File: src/rtl/reg_reduce_gate.sv
// reg_reduce_gate: pipelined run-time selectable reduction gate with valid tracking and zero-result counter
// Ports:
//   clk, rst_n       clock and asynchronous active-low reset
//   en               advance enable; 0 stalls every register
//   in_data/in_valid operand vector and its valid flag, captured when en=1
//   mode             00 NAND, 01 AND, 10 NOR, 11 OR (captured with in_data)
//   clr_count        synchronous clear of low_count, independent of en
//   out_data/out_valid  result after STAGES enabled edges; out_data is 0 on bubbles
//   low_count        saturating count of delivered zero results
module reg_reduce_gate #(
    parameter int WIDTH  = 2,
    parameter int STAGES = 1,
    parameter int CNT_W  = 8
) (
    input  logic             clk,
    input  logic             rst_n,
    input  logic             en,
    input  logic [WIDTH-1:0] in_data,
    input  logic             in_valid,
    input  logic [1:0]       mode,
    input  logic             clr_count,
    output logic             out_data,
    output logic             out_valid,
    output logic [CNT_W-1:0] low_count
);
    logic [WIDTH-1:0] data1;
    logic             valid1;
    logic [1:0]       mode1;
    logic             res1;
    logic             zero_del;

    always_ff @(posedge clk or negedge rst_n) begin
        if (!rst_n) begin
            data1  <= '0;
            valid1 <= 1'b0;
            mode1  <= 2'b00;
        end else if (en) begin
            data1  <= in_data;
            valid1 <= in_valid;
            mode1  <= mode;
        end
    end

    // mode1[1] picks OR over AND, mode1[0]=0 inverts; bubbles are zeroed here so later stages need no gating
    assign res1 = valid1 & ((mode1[1] ? |data1 : &data1) ~^ mode1[0]);

    generate
        if (STAGES == 1) begin : g_direct
            assign out_data  = res1;
            assign out_valid = valid1;
        end else begin : g_pipe
            logic [STAGES-2:0] rdat;
            logic [STAGES-2:0] rval;
            always_ff @(posedge clk or negedge rst_n) begin
                if (!rst_n) begin
                    rdat <= '0;
                    rval <= '0;
                end else if (en) begin
                    rdat[0] <= res1;
                    rval[0] <= valid1;
                    for (int i = 1; i < STAGES - 1; i++) begin
                        rdat[i] <= rdat[i-1];
                        rval[i] <= rval[i-1];
                    end
                end
            end
            assign out_data  = rdat[STAGES-2];
            assign out_valid = rval[STAGES-2];
        end
    endgenerate

    // a stalled output is delivered only on the enabled edge that moves it on
    assign zero_del = en & out_valid & ~out_data;

    always_ff @(posedge clk or negedge rst_n) begin
        if (!rst_n)
            low_count <= '0;
        else if (clr_count)
            low_count <= '0;
        else if (zero_del && low_count != '1)
            low_count <= low_count + CNT_W'(1);
    end
endmodule
File: config.mk
export PLATFORM = sky130hd
export DESIGN_NAME = reg_reduce_gate
export DESIGN_NICKNAME = d
export VERILOG_FILES = /design/src/rtl/reg_reduce_gate.sv
export SDC_FILE = /design/constraint.sdc
export NUM_CORES = 1
export LEC_CHECK = 0
export ABC_AREA = 1
export BUFFER_PORTS_ARGS = -buffer_cell sky130_fd_sc_hd__clkbuf_2
export CORE_MARGIN = 3
export CORE_UTILIZATION = 45
export CTS_BUF_LIST = sky130_fd_sc_hd__clkbuf_8
export CTS_CLUSTER_SIZE = 30
export DETAILED_ROUTE_END_ITERATION = 12
export PLACE_DENSITY = 0.69
export SKIP_LAST_GASP = 1
export SLEW_MARGIN = 25
export SYNTH_ARGS = -nofsm -noshare
export SYNTH_HDL_FRONTEND = slang
export SYNTH_SLANG_ARGS = --single-unit
export TNS_END_PERCENT = 10
File: constraint.sdc
create_clock -name clk -period 1.5 [get_ports clk]
set_input_delay 0.15 -clock clk [delete_from_list [all_inputs] [get_ports clk]]
set_output_delay 0.15 -clock clk [all_outputs]
set_load 0.02 [all_outputs]
After elaboration in Yosys (flattened, before gate mapping). Cells that the tools add are included.

Output and inout port bits: 10. Bits in registers: 13. Input bits: 9.

Add/subtract/negate cells: 1. Reductions and logical operators: 4. Multiplexer cells: 3. Bitwise operators: 5. Equality and inequality tests: 1.

Operator list (number): $mux 8 (2); $add 8x1->8 const B (1); $ne 8x8->1 const B (1); $and 1x1->1 (3); $reduce_and 2->1 (1); $reduce_bool 2->1 (1); $reduce_or 2->1 (1); $logic_and 1x1->1 (1); $mux 1 (1); $not 1->1 (1); $xnor 1x1->1 (1).

Longest topological paths before layout. Gate-level depths: netlist (run 1).

Depth in word-level cells: 9. Depth in mapped cells: 9.

Least setup slack after synthesis (run 1). Ideal clock, no wire load.

Kind: register to register. From: register low_count[0]. To: register low_count[0]. Stages on the path, launching flop included: 9. Library setup time: 0.117 ns. Data arrival time: 1.323 ns. Path slack: 0.060 ns. Data required time: 1.383 ns. Period minus slack after synthesis: 1.440 ns. Cells stage by stage: dfrtp_1 > ha_1 > nand2_2 > nor2_2 > nand4_2 > nand3_4 > nand2_4 > nand2_1 > nand2_1.

Word-level cells in the longest chain between the ends: 3.

RTL lines: from (decl) (RTL line 24) `output logic [CNT_W-1:0] low_count`; from (signal assigned) (RTL line 81) `low_count <= low_count + CNT_W'(1);`; $add 8x1->8 or $ne 8x8->1 (tied branches) (RTL line 81, 80); $mux 8 or $logic_and 1x1->1 (tied branches) (RTL line 80) `else if (zero_del && low_count != '1)`; $mux 8 or $reduce_bool 2->1 (tied branches).

Several ways; a longest one is shown, not always the timed one. The select of a mux whose other input is x is not followed. A chain may end at the register's enable or synchronous reset.

Worst setup path after layout (run 1).
From: register mode1[1]. To: output out_data.

Word-level cells in the longest chain between the ends: 3.

RTL lines: from (decl) (RTL line 28) `logic [1:0] mode1;`; from (signal assigned) (RTL line 40) `mode1 <= mode;`; $mux 1 (RTL line 45) `assign res1 = valid1 & ((mode1[1] ? |data1 : &data1) ~^ mode1[0]);`; $xnor 1x1->1 (RTL line 45); $and 1x1->1 (RTL line 45); to (decl) (RTL line 22) `output logic out_data,`.

No other way between the ends.

==> results of run 1 <==
==> registers in the layout, summed over array words and instances (netlist names) <==
register,count
data1,2
out_valid,1
low_count,8
mode1,2
==> routing by layer <==
metal | global-route usage [%] | up-vias | routed length (um) | share of wire (%)
met3 | 3.45 | 2 | 127 | 7.9
met2 | 23.8 | 25 | 682 | 42
met4 | 4.97 | 0 | 13 | 0.81
met1 | 21.9 | 309 | 782 | 49
met5 | 0 | - | 0 | 0
li1 | - | 373 | - | -
==> cell families after synthesis <==
logic type | after synthesis | synth area share (%)
mux | 1 | 1.50
simple gates | 68 | 41.5
flops | 13 | 43.3
fa+ha+maj | 1 | 1.67
xor+xnor | 1 | 1.17
compound gates | 6 | 4.00
buf+inv | 13 | 6.83
==> layout by cell type, fill, tap and decap left out <==
cell | Yosys | routed
dlygate4sd3_1 | 0 | 1
clkbuf_2 | 0 | 18
a21oi_1 | 1 | 1
ha_2 | 0 | 1
clkinv_2 | 0 | 1
nand4_2 | 1 | 1
nand2_2 | 2 | 2
nand2_4 | 1 | 2
nor3_1 | 1 | 1
nor2_4 | 0 | 1
nor2_1 | 13 | 13
clkbuf_8 | 0 | 3
inv_1 | 11 | 11
nand3_4 | 1 | 1
o21ai_0 | 5 | 5
nand3_1 | 12 | 12
buf_4 | 0 | 4
mux2_2 | 1 | 1
xnor2_1 | 1 | 1
nand2b_1 | 1 | 1
dfrtp_1 | 13 | 13
nand2_1 | 35 | 34
==> cells in the mapped netlist <==
library cell	number	area, um^2
nor3_1	1	5.00
nand3_4	1	17.5
nor2_2	1	6.26
nand2b_1	1	6.26
nor2_1	13	48.8
nand3_1	12	60.1
inv_1	11	41.3
nand2_2	2	12.5
nand2_4	1	11.3
o21ai_0	5	25.0
nand2_1	35	131
a21oi_1	1	5.00
ha_1	1	12.5
buf_2	2	10.0
mux2_2	1	11.3
dfrtp_1	13	325
xnor2_1	1	8.76
nand4_2	1	12.5
==> worst paths after layout <==
check,start,end,slack (ps)
worst max-delay path,mode1[1],out_data,140
worst min-delay path,mode[0],mode1[0],120
worst max register to register,low_count[0],low_count[3],140
worst min register to register,mode1[1],mode1[1],550
max in group asynchronous,rst_n,low_count[1],920
min in group asynchronous,rst_n,low_count[7],330
==> metrics by stage <==
stage | hold slack (ps) | setup TNS, ps | instance area, um^2
5_1_grt | 137 | -1.20 | 952
3_3_place_gp | 60.3 | 0 | 851
4_1_cts | 115 | 0 | 907
2_1_floorplan | -146 | 0 | 751
3_5_place_dp | 66.8 | 0 | 851
6_report | 120 | 0 | 952
==> critical path: stages, from the launching register on <==
cell      delay (ps)
dfrtp_1          370
inv_1             70
nand2_1           60
nand3_1           80
nand3_1          150
inv_1             80
clkbuf_2         160
==> timing repair <==
action,4_1_cts,5_1_grt
setup endpoints to repair,0,8
setup buffers,0,4
gates resized for setup,0,4
hold buffers,1,0
hold endpoints to repair,13,0
==> cell type report <==
cell class	count	area (um^2)
inverter	11	41.3
timing repair buffer	23	130
fill	142	589
multi-input combinational	77	389
clock inverter	1	5.00
clock buffer	3	41.3
tap	16	20.0
sequential	13	325
==> power breakdown <==
| group | switching (mW) | internal, mW |
|---|---|---|
| logic | 0.110 | 0.0707 |
| registers | 0.0237 | 0.376 |
| clock network | 0.133 | 0.183 |
==> summary.txt, run 1 <==
Status: finished clean
Max cap viols: 0
Deepest clock path buffer count: 2
Diode count: 0
Syn. warnings: 0
Worst setup EP type: output port
Final setup vio count: 0
CORE AREA: 1540 um^2
Worst r2r path cells: 8
Drt total wl: 1610 um
Routed Antenna Nets: 0
CP required: 1350 ps
Fin nets: 139
Final Util: 61.8%
Post-DP HPWL: 1150 um
Critical path class: reg -> out
Clock skew: 3.27 ps
Fin. max-slew vios: 0
Startpoint types: flip-flop
Post-Synthesis Net Count: 113
Hold Crit Depth: 3
Die ar.: 2190 um^2
CTS H-tree depth: 1
Cells after Synth: 103
Initial Util: 48.7%
Power density cells: 942 nW/um^2
CTS tree: built
Sequential element share of the synthesized area: 43.3%
Yosys cell types: 18
Cell count after placement: 135
Die X: 46.8 um
Slew @ Worst Pin: 410 ps
IO Pins: 19
WL per Instance: 11.2 um
P&R area growth vs syn: 26.8%
Die Y: 46.8 um
Worst setup margin: 136 ps
Synthesized area: 751 um^2
First-pass GRT wire length: 2470 um
Relative slew slack: 72.6%
Number of synthesized register bits: 13
Residual DRC: 0
Tot GR Track Use: 15.6%
Post-route minimum period: 1360 ps
P_leak: 0.533 nW
Largest net degree at the start of global routing: 14
Overall power: 0.897 mW
Hold WC Path Type: in -> reg
Clk root buf: clkbuf_8
Detailed Route Iter0 Violations: 13
Clk Latency, worst-skew pair: 240 ps
Clock Sinks: 13
Vias in the first global route: 589
Number of placement rows: 14
Clk slew on worst S/H paths: 60 ps
Worst vdd ir: 0.818 mV
F_max: 733 MHz
Vias: 709
Total grt overflow: 0
Post-Syn Area per Cell: 7.29 um^2
Post-Layout Cell Count: 144
PortBufs: 18
DR vias/cell: 4.92
Crit Path Max Fanout: 2
Arrival @ worst endpoint: 1210 ps
Antenna violations before repair: 0
Tcrit/Tclk final: 91.0%
CTS Buf Count: 3
Final hold vios: 0
DR pass1 iterations: 4
Placer congestion estimate: 0.773
Layout cells sized above 1: 27.3%
Placement Setup Slack: 62.0 ps
Note: power is estimated with default switching activity, not from simulation.
==> run 2: changes to the inputs <==
- CORE_UTILIZATION: 45 -> 30
- CTS_CLUSTER_SIZE: 30 -> 24
- PLACE_DENSITY: 0.69 -> unset
==> summary.txt, run 2 (synthesis results as in run 1) <==
Die Y: 56.0 um (+20%)
Detailed Route Iter0 Violations: 21 (+8)
Worst vdd ir: 0.483 mV (-41%)
P&R area growth vs syn: 28.7%
Clock skew: 2.23 ps (-1.04 ps)
Sw power: 0.252 mW (-5.3%)
Critical path class: reg -> reg
Final hold vios: 0 (unchanged)
Logic pwr share: 21.4% (+1.3 points)
Hold Crit Depth: 3 (unchanged)
Worst hold margin: 118 ps (-1.70 ps)
Clock power share: 33.7% (-1.6 points)
Routed Antenna Nets: 0 (unchanged)
Vias: 710 (+0.14%)
Total grt overflow: 0 (unchanged)
Clk slew on worst S/H paths: 50 ps (about the same)
Layout cells sized above 1: 27.1% (-0.21 points)
Placer congestion estimate: 0.850 (+10%)
CTS tree: built
Internal power: 0.634 mW (+0.63%)
Max cap viols: 0 (unchanged)
Post-DP HPWL: 1220 um (+6.5%)
Worst r2r path cells: 8 (unchanged)
Worst setup EP type: flip-flop
Relative slew slack: 72.5% (-0.12 points)
DR pass1 iterations: 4 (unchanged)
Arrival @ worst endpoint: 1640 ps (+430 ps)
CTS H-tree depth: 1 (unchanged)
Slowest Stage Delay on Critical Path: 410 ps (+40 ps)
Most common cell after layout, fill and taps aside: nand2_1
Residual DRC: 0 (unchanged)
CORE AREA: 2300 um^2 (+49%)
CP required: 1680 ps (+330 ps)
Vias in the first global route: 626 (+6.3%)
Largest net degree at the start of global routing: 14 (unchanged)
Final setup vio count: 0 (unchanged)
Clock Sinks: 13 (unchanged)
P_leak: 0.527 nW (-1.2%)
Crit Path Max Fanout: 5 (+3)
Number of fill cells: 253 (+78%)
Max reg flops: 8 (unchanged)
Fin. max-slew vios: 0 (unchanged)
Drt total wl: 1690 um (+5.2%)
Tcrit/Tclk final: 97.6% (+6.7 points)
Placement Setup Slack: 74.6 ps (+12.6 ps)
Sw Share: 28.5% (-1.2 points)
Setup total negative slack: 0 ps (unchanged)
DR vias/cell: 4.52 (-8.2%)
Number of placement rows: 17 (+3)
Power density cells: 918 nW/um^2 (-2.5%)
Post-route minimum period: 1460 ps (+99.8 ps)
Most frequent cells in the layout: nand2_1, clkbuf_2, nor2_1, dfrtp_1, inv_1
Fin nets: 140 (+0.72%)
CTS Buf Count: 3 (unchanged)
Status: finished clean
Die ar.: 3140 um^2 (+43%)
Diode count: 0 (unchanged)
WL per Instance: 10.8 um (-3.5%)
Tot GR Track Use: 10.6% (-5.0 points)
Deepest clock path buffer count: 2 (unchanged)
Antenna violations before repair: 0 (unchanged)
F_max: 683 MHz (-6.8%)
Most flop-heavy register: low_count
Slowest CP cell: dfrtp_1
Startpoint types: flip-flop
PortBufs: 18 (unchanged)
Worst setup margin: 35.8 ps (-99.8 ps)
Die X: 56.0 um (+20%)
RSZ-0062 raised after global routing: true
CP Cell Sequence: ha_2, nand2_2, nor2_2, nand4_2, nand3_4, buf_4, nand3_1, nand2_1
Clk Latency, worst-skew pair: 240 ps (about the same)
First-pass GRT wire length: 2690 um (+8.9%)
IO Pins: 19 (unchanged)
Hold WC Path Type: in -> reg
Initial Util: 32.7% (-16 points)
Clk root buf: clkbuf_8
Seq pwr share: 44.9% (+0.3 points)
Slew @ Worst Pin: 412 ps (+1.82 ps)
Biggest regs: low_count: 8 flops, data1: 2 flops, mode1: 2 flops
## run 2: cell types whose count changed in the layout (fill, tap and decap cells not counted), sizes merged
cell | previous run | this run
buf | 4 | 5
clkinv | 1 | 0
inv | 11 | 12
## run 2: final cells by class
class                   count  area, um^2  share of cell area [%]
multi-input cells          77         382                    39.5
inverters                  11        41.3                    4.27
well taps                  28        35.0                    3.63
clock buffers               3        41.3                    4.27
repair buffers             24         138                    14.2
flip-flops and latches     13         325                    33.7
clock inverters             1        3.75                   0.389
## run 2: routing by layer
layer / GRT usage (%) / part of all wire, % / vias up
met4: 4.07 / 0 / 0
li1: - / - / 373
met2: 17.2 / 49 / 19
met5: 0 / 0 / -
met1: 13.5 / 46 / 318
met3: 2.55 / 5.5 / 0
## run 2: worst paths after layout
check	from	endpoint	slack, ps
max	low_count[0]	low_count[1]	40
min	in_data[0]	data1[0]	120
max reg2reg	low_count[0]	low_count[1]	40
min reg2reg	data1[0]	data1[0]	530
max in group asynchronous	rst_n	low_count[6]	900
min in group asynchronous	rst_n	low_count[2]	340
## run 2: worst max-delay path: cells and delay by family, from the launching register on
| kind | cells | cell delay (ps) |
|---|---|---|
| AND/OR/NAND/NOR | 6 | 650 |
| adder cells (fa/ha/maj) | 1 | 210 |
| buffers and inverters | 1 | 130 |
| flip-flops | 1 | 410 |
## run 2: what timing repair did
item                                    CTS  global route
hold buffers                              1             0
resized for setup                         0             2
endpoints found under the setup margin    0             9
hold endpoints to repair                 13             0
buffers inserted                          0             4
## run 2: power by group through the flow
stage	logic, mW	registers [mW]	clock network [mW]
after floorplan	0.0878	0.422	0
after global placement	0.170	0.402	0
after detailed placement	0.170	0.404	0
after CTS	0.173	0.397	0.318
after global routing	0.216	0.402	0.342
final	0.190	0.398	0.299
## run 2: per-stage QoR
stage	std cells	utilization, %	power [mW]	cell area, um^2
after floorplan	103	-	0.510	751
after global placement	148	38.0	0.572	873
after detailed placement	148	38.0	0.573	873
after CTS	153	40.4	0.888	928
after global routing	157	42.0	0.960	966
final	157	42.0	0.887	966
